`src/rtl/lives_ctrl.sv`:
```
// Player lives / invulnerability controller for the heart overlay.
// Tracks lives, a post-hit invulnerability frame timer and game-over, with registered outputs.
module lives_ctrl #(
  parameter int MAX_LIVES     = 2,
  parameter int INVULN_FRAMES = 120,
  parameter int BLINK_LOG2    = 3
) (
  input  logic       clk,
  input  logic       rst,
  input  logic       frame_tick,
  input  logic       hit,
  input  logic       life_up,
  input  logic       restart,
  output logic [1:0] lives,
  output logic       hearts_visible,
  output logic       invuln,
  output logic       game_over,
  output logic       life_lost
);

  typedef enum logic [1:0] {
    ST_ALIVE     = 2'd0,
    ST_INVULN    = 2'd1,
    ST_GAME_OVER = 2'd2
  } state_t;

  localparam logic [1:0] LIVES_INIT = 2'(MAX_LIVES);
  localparam logic [7:0] TMR_LOAD   = 8'(INVULN_FRAMES);

  state_t     r_state;
  state_t     w_state_nxt;
  logic [7:0] r_tmr;
  logic [7:0] w_tmr_nxt;
  logic [1:0] r_lives;
  logic [1:0] w_lives_nxt;
  logic       w_life_lost_nxt;
  logic       w_hearts_nxt;
  logic       r_life_lost;
  logic       r_hearts_visible;
  logic       r_invuln;
  logic       r_game_over;

  // State, counters and output flags, all updated from the computed next values.
  always_ff @(posedge clk or posedge rst) begin
    if (rst) begin
      r_state          <= ST_ALIVE;
      r_tmr            <= 8'd0;
      r_lives          <= LIVES_INIT;
      r_life_lost      <= 1'b0;
      r_hearts_visible <= 1'b1;
      r_invuln         <= 1'b0;
      r_game_over      <= 1'b0;
    end else begin
      r_state          <= w_state_nxt;
      r_tmr            <= w_tmr_nxt;
      r_lives          <= w_lives_nxt;
      r_life_lost      <= w_life_lost_nxt;
      r_hearts_visible <= w_hearts_nxt;
      r_invuln         <= (w_state_nxt == ST_INVULN);
      r_game_over      <= (w_state_nxt == ST_GAME_OVER);
    end
  end

  // Next-state logic: restart beats hit, an accepted hit swallows life_up.
  always_comb begin
    w_state_nxt     = r_state;
    w_tmr_nxt       = r_tmr;
    w_lives_nxt     = r_lives;
    w_life_lost_nxt = 1'b0;
    if (restart) begin
      w_state_nxt = ST_ALIVE;
      w_tmr_nxt   = 8'd0;
      w_lives_nxt = LIVES_INIT;
    end else begin
      case (r_state)
        ST_ALIVE: begin
          if (hit) begin
            w_life_lost_nxt = 1'b1;
            if (r_lives >= 2'd2) begin
              w_lives_nxt = r_lives - 2'd1;
              w_tmr_nxt   = TMR_LOAD;
              w_state_nxt = ST_INVULN;
            end else begin
              w_lives_nxt = 2'd0;
              w_tmr_nxt   = 8'd0;
              w_state_nxt = ST_GAME_OVER;
            end
          end else if (life_up && (r_lives < LIVES_INIT)) begin
            w_lives_nxt = r_lives + 2'd1;
          end else begin
            w_lives_nxt = r_lives;
          end
        end
        ST_INVULN: begin
          if (life_up && (r_lives < LIVES_INIT)) begin
            w_lives_nxt = r_lives + 2'd1;
          end else begin
            w_lives_nxt = r_lives;
          end
          // A zero timer here can only come from corruption; treat it as expiry.
          if (frame_tick && !hit) begin
            if (r_tmr <= 8'd1) begin
              w_tmr_nxt   = 8'd0;
              w_state_nxt = ST_ALIVE;
            end else begin
              w_tmr_nxt = r_tmr - 8'd1;
            end
          end else begin
            w_tmr_nxt = r_tmr;
          end
        end
        ST_GAME_OVER: begin
          w_state_nxt = ST_GAME_OVER;
        end
        default: begin
          w_state_nxt = ST_ALIVE;
          w_tmr_nxt   = 8'd0;
          w_lives_nxt = LIVES_INIT;
        end
      endcase
    end
    if (w_state_nxt == ST_INVULN) begin
      w_hearts_nxt = ~w_tmr_nxt[BLINK_LOG2];
    end else begin
      w_hearts_nxt = 1'b1;
    end
  end

  assign lives          = r_lives;
  assign hearts_visible = r_hearts_visible;
  assign invuln         = r_invuln;
  assign game_over      = r_game_over;
  assign life_lost      = r_life_lost;

endmodule

```
`config.mk`:
```
export PLATFORM = sky130hd
export DESIGN_NAME = lives_ctrl
export DESIGN_NICKNAME = d
export VERILOG_FILES = /design/src/rtl/lives_ctrl.sv
export SDC_FILE = /design/constraint.sdc
export NUM_CORES = 1
export LEC_CHECK = 0
export CAP_MARGIN = 20
export CORE_UTILIZATION = 35
export CTS_CLUSTER_DIAMETER = 150
export DETAILED_ROUTE_END_ITERATION = 16
export SYNTH_ARGS = -nofsm -noshare
export SYNTH_HDL_FRONTEND = slang
export SYNTH_SLANG_ARGS = --single-unit
```
`constraint.sdc`:
```
create_clock -name clk -period 4.4 [get_ports clk]
set_input_delay 0.44 -clock clk [delete_from_list [all_inputs] [get_ports clk]]
set_output_delay 0.44 -clock clk [all_outputs]
set_load 0.05 [all_outputs]
```
==> reports/qor.txt, run 1 <==
Outcome - finished, final reports clean
Worst-path maximum fanout - 8
Initial antenna violation count - 0
Routed Wire Length - 1970 um
Mean post-synth cell area - 10.1 um^2
Placed cells - 134
FP Rows - 18
Required time of the worst setup path - 3.96 ns
Routability cong. - 0.782
RSZ-0062 raised after global routing - false
Antenna viol nets, final - 0
Vias in the first global route - 716
Drt pass-1 iters - 4
Post-CTS Repair Setup Buffers - 0
Final setup TNS - 0 ns
Warnings, synthesis - 0
Post-Syn Instances - 97
Starting DRT DRC Count - 11
Ys async rst share - 100%
Final Skew - 0.000720 ns
Final setup vio count - 0
Max Clock Freq - 0.461 GHz
Leakage - 0.508 nW
Critical path's top delay family - buffers and inverters
GRT overflow - 0
Worst path bufs/invs - 1
Slew Viols, Final - 0
Number of remaining DRC errors - 0
Vias/cell - 5.67
Critical Path Source Type - register
Critical Path Slowest Stage Cell - clkdlybuf4s50_1
Die Area - 3010 um^2
Final nets - 120
Final hold vios - 0
Core area - 2570 um^2
Max Cap Viol - 0
Period utilization - 49.3%
Met3 wire length - 59 um
Crit-path max cell delay - 0.82 ns
CP Capture Type - output pin
Kind of critical path - reg -> out
Sequential share of the synthesized area - 41.2%
Power Total - 669 uW
PostCTS Resize Cnt - 0
H-tree levels - 1
Port Buffers - 11
Synth cell types - 41
DR WL/cell - 14.2 um
Hold Slack - 0.514 ns
Area of placed instances - 1100 um^2
Die width - 54.9 um
Clk pin slew, worst setup/hold paths - 0.10 ns
Layout cell share with drive strength beyond 1 - 15.7%
Worst rel slew slack - 46.7%
Worst Hold Class - in -> async
Metal2 WL - 883 um
Synth top area share - 35.8%
Largest net degree at the start of global routing - 17
Clock Tree Buf Depth - 2
Critical Path AT - 1.73 ns
Post-synth EDFFs - 0
Worst-Skew Late Latency - 0.28 ns
Internal reg-to-reg setup slack - 2.30 ns
Gr usage total - 16.5%
Mapped Nets - 108
Crit path time final - 2.17 ns
FF-to-FF End - hearts_visible$_DFF_PP1_
Inserted Diodes - 0
Initial Util - 38.1%
Via count - 782
Mapped cell area - 978 um^2
Top cells by area, synth - dfrtp_1 36%, ha_1 6.4%, dfstp_2 5.4%, a211o_1 3.6%, nor2_1 3.1%
CTS buffer count - 3
Area Overhead vs Synth - 16.1%
Root Buffer - clkbuf_4
CTS tree - done
Fin cells - 138
VDD IR max - 0.298 mV
Cell Pwr Density - 589 nW/um^2
# hold bufs at CTS - 0
Tightest Pin Transition - 0.792 ns
R2R cell count - 4
Wire length on met1 - 989 um
Most used DFF post-synth - dfrtp_1
DR top layer - met4
First-pass GRT wire length - 3450 um
Flops & latches, synth - 16
I/O pins - 12
Crit Reg-Reg Startpoint - r_tmr[2]$_DFFE_PP0P_
Post-DP HPWL - 1430 um
Yosys top cell by area - dfrtp_1
Sink Count - 16
Vert. Die Dim - 54.9 um
Design area - 1140 um^2
Crit path cell chain - clkdlybuf4s50_1
per-stage QoR:
step,setup WS [ns],utilization [%]
after floorplan,2.36,-
after global placement,2.06,42.8
after detailed placement,1.99,42.8
after CTS,2.21,44.2
after global routing,2.17,44.2
final,2.23,44.2
cell type report:
type | count | area [um^2]
fillers | 248 | 1430
multi-input cells | 70 | 523
flip-flops and latches | 16 | 403
repair buffers | 11 | 110
well taps | 30 | 37.5
clock buffers | 4 | 36.3
inverters | 7 | 26.3
logic make-up after synthesis:
kind of cell / share of synthesized area [%]
xor gates and xnor gates: 1.79
AOI/OAI and AO/OA: 23.0
adders and majority gates: 6.39
and+or+nand+nor: 22.3
DFF: 41.2
buffers and inverters: 5.37
synthesized netlist by cell type (all sizes together), types with 2 or more instances:
library cell and count:
clkbuf 3, nand2b 3, nor3 5, dfstp 2, a211oi 3, nand3b 2
inv 7, xnor2 2, or4 3, or2b 3, a21oi 4, nor4 2
dfrtp 14, ha 5, a31oi 2, o211a 2, a2111oi 2, nor2 8
a211o 6, o22ai 2
metal layers:
layer,track usage [%],vias up
met5,0,-
met4,6.41,0
met3,2.50,4
met2,23.1,14
met1,24.8,372
li1,-,392
worst max path at each step:
| stage | endpoint | start | slack (ns) | cells past startpoint |
|---|---|---|---|---|
| floorplan | r_tmr[4]$_DFFE_PP0P_ | r_tmr[2]$_DFFE_PP0P_ | 2.36 | 5 |
| global placement | hearts_visible$_DFF_PP1_ | hit | 2.06 | 5 |
| detailed placement | hearts_visible$_DFF_PP1_ | hit | 1.99 | 5 |
| CTS | lives[1] | lives[1]$_DFFE_PP1P_ | 2.21 | 1 |
| global route | hearts_visible$_DFF_PP1_ | hit | 2.17 | 5 |
| finish | lives[1] | lives[1]$_DFFE_PP1P_ | 2.23 | 1 |
cell usage in the layout, fill, tap and decap left out, drive strengths merged, types with 2 or more instances in the layout:
master and instances:
dfstp 2, nor2 8, nand2b 3, clkdlybuf4s50 11
a21oi 4, nand3b 2, inv 7, a211o 6
o211a 2, o22ai 2, nor4 2, clkbuf 4
a31oi 2, a2111oi 2, xnor2 2, or4 3
dfrtp 14, a211oi 3, ha 5, or2b 3
nor3 5
where the power goes:
part | leakage (nW) | internal (mW) | switching, mW | total [mW]
Sequential | 0.207 | 0.191 | 0.0530 | 0.244
Combinational | 0.280 | 0.146 | 0.180 | 0.326
Clock | 0.0210 | 0.0503 | 0.0490 | 0.0993
Total | 0.508 | 0.388 | 0.282 | 0.669
registers in the layout (all words and copies together), names as in the netlist:
signal,cells
r_tmr,8
lives,2
r_state,2
game_over,1
hearts_visible,1
invuln,1
life_lost,1
worst reg2reg max path, delay by kind of cell, from the launching register on:
kind             cells  cell delay, ns
AND/OR/NAND/NOR      2            1.12
flip-flops           1            0.44
AO/OA/AOI/OAI        2            0.48
(Power assumes the default switching activity.)
==> run 2: changes to the inputs <==
==> constraint.sdc (replaced) <==
create_clock -name clk -period 1.8 [get_ports clk]
set_input_delay 0.18 -clock clk [delete_from_list [all_inputs] [get_ports clk]]
set_output_delay 0.18 -clock clk [all_outputs]
set_load 0.05 [all_outputs]
==> run 2 against run 1 <==
The flow now finishes with violations (negative setup slack); die area unchanged; worst setup slack got worse by 2.3 ns; global-route usage up 0.22 points; clock skew is 0.0035 ns higher; sequential share of layout area decreased by 3.6 points; critical endpoint is now hearts_visible$_DFF_PP1_.
==> reports/qor.txt, run 2 (synthesized netlist as in run 1, its figures left out) <==
Outcome - finished with violations
Violated checks - negative setup slack
Port Buffers - 11
CP most frequent cell - or4_4
Starting DRT DRC Count - 9
FF-to-FF End - hearts_visible$_DFF_PP1_
Leakage - 0.601 nW
CP Capture Type - register
Clock Tree Buf Depth - 2
Drt pass-1 iters - 2
CTS tree - done
FP Rows - 18
Area Overhead vs Synth - 29.3%
Hold Slack - 0.254 ns
Fin cells - 155
Slew Viols, Final - 0
R2R cell count - 4
Clk pin slew, worst setup/hold paths - 0.09 ns
Inserted Diodes - 0
Final nets - 138
Crit path cell chain - or4_4 > or4_4 > a211o_1 > a21bo_1
Via count - 815
H-tree levels - 1
Leading cell type in the layout, fill and taps excluded - buf_4
Period utilization - 106%
VDD IR max - 0.775 mV
Final setup vio count - 11
Final setup TNS - -0.533 ns
Power Total - 1.75 mW
Critical Path Slowest Stage Cell - or4_4
Max reg flops - 8
Max Clock Freq - 0.522 GHz
Die width - 54.9 um
Routability cong. - 0.830
Sink Count - 16
Internal reg-to-reg setup slack - -0.11 ns
Final Skew - 0.00426 ns
Tightest Pin Transition - 0.583 ns
Initial Util - 38.1%
Cell Pwr Density - 1390 nW/um^2
GRT overflow - 0
Critical Path AT - 2.15 ns
Worst-path maximum fanout - 6
CTS buffer count - 3
I/O pins - 12
Number of remaining DRC errors - 0
Critical path's top delay family - simple AND/OR/NAND/NOR gates
Vert. Die Dim - 54.9 um
Die Area - 3010 um^2
Crit path time final - 1.91 ns
Antenna viol nets, final - 0
Kind of critical path - reg -> reg
Worst-Skew Late Latency - 0.28 ns
Largest net degree at the start of global routing - 17
First-pass GRT wire length - 3480 um
Routed Wire Length - 2020 um
Post-DP HPWL - 1590 um
DR WL/cell - 13.0 um
Most frequent cells in the layout - 20 x buf_4, 14 x dfrtp_1, 8 x nor2_1, 8 x clkdlybuf4s50_1, 7 x inv_1
Initial antenna violation count - 0
RSZ-0062 raised after global routing - true
Worst setup margin - -0.114 ns
Critical Path Source Type - register
FILL cells - 252
Worst Hold Class - in -> async
Vias/cell - 5.26
Vias in the first global route - 791
Gr usage total - 16.7%
Root Buffer - clkbuf_4
Crit-path max cell delay - 0.54 ns
Worst rel slew slack - 61.1%
Biggest register - r_tmr
Placed cells - 151
Crit Reg-Reg Startpoint - r_tmr[3]$_DFF_PP0_
Core area - 2570 um^2
Layout cell share with drive strength beyond 1 - 30.4%
Final hold vios - 0
Max Cap Viol - 0
Worst path bufs/invs - 0
Required time of the worst setup path - 2.04 ns
[run 2: cell type report]
cell class / instances / area [um^2] / area share (%)
multi-input combinational: 70 / 533 / 42.1
sequential: 16 / 403 / 31.8
inverter: 7 / 26.3 / 2.08
clock buffer: 3 / 22.5 / 1.78
timing repair buffer: 29 / 243 / 19.2
tap: 30 / 37.5 / 2.97
[run 2: how the worst max path moves through the flow]
stage                                   from                        to  slack [ns]  cells past startpoint
after global routing      r_tmr[3]$_DFF_PP0_  hearts_visible$_DFF_PP1_       -0.16                      4
after global placement    r_tmr[3]$_DFF_PP0_      r_tmr[4]$_DFFE_PP0P_       -0.08                      4
final                     r_tmr[3]$_DFF_PP0_  hearts_visible$_DFF_PP1_       -0.11                      4
after CTS                 r_tmr[3]$_DFF_PP0_      r_tmr[4]$_DFFE_PP0P_       -0.11                      4
after floorplan           r_tmr[3]$_DFF_PP0_      r_tmr[4]$_DFFE_PP0P_       -0.18                      5
after detailed placement  r_tmr[3]$_DFF_PP0_      r_tmr[4]$_DFFE_PP0P_       -0.11                      4
[run 2: metrics by stage]
step / utilization, % / cell area, um^2 / setup slack, ns
CTS: 49.0 / 1260 / -0.115
floorplan: - / 978 / -0.175
global placement: 47.6 / 1220 / -0.0811
finish: 49.3 / 1260 / -0.114
global route: 49.3 / 1260 / -0.163
detailed placement: 47.6 / 1220 / -0.111
[run 2: what timing repair did]
item                                    in CTS  in global routing
endpoints found under the setup margin      11                 12
gates resized for setup                      2                  2
pin swaps                                    0                  1
hold buffers                                 0                  0
buffers inserted                             1                  0
gates cloned                                 0                  0
[run 2: worst reg2reg max path, cell delays in order, from the launching register on]
cell and delay (ns):
dfrtp_1 0.38, or4_4 0.54, or4_4 0.47, a211o_1 0.30, a21bo_1 0.18
[run 2: routing by layer]
layer / vias to the layer above / GRT usage [%] / part of all wire [%]
met2: 9 / 26.5 / 46
met5: - / 0 / 0
li1: 421 / - / -
met4: 0 / 5.13 / 1.3
met1: 380 / 20.9 / 49
met3: 5 / 5.83 / 3.7
[run 2: power by group]
| part | switching, mW | internal [mW] | total, mW |
|---|---|---|---|
| clock | 0.104 | 0.0778 | 0.181 |
| sequential | 0.0750 | 0.468 | 0.543 |
| combinational | 0.533 | 0.495 | 1.03 |
| total | 0.712 | 1.04 | 1.75 |
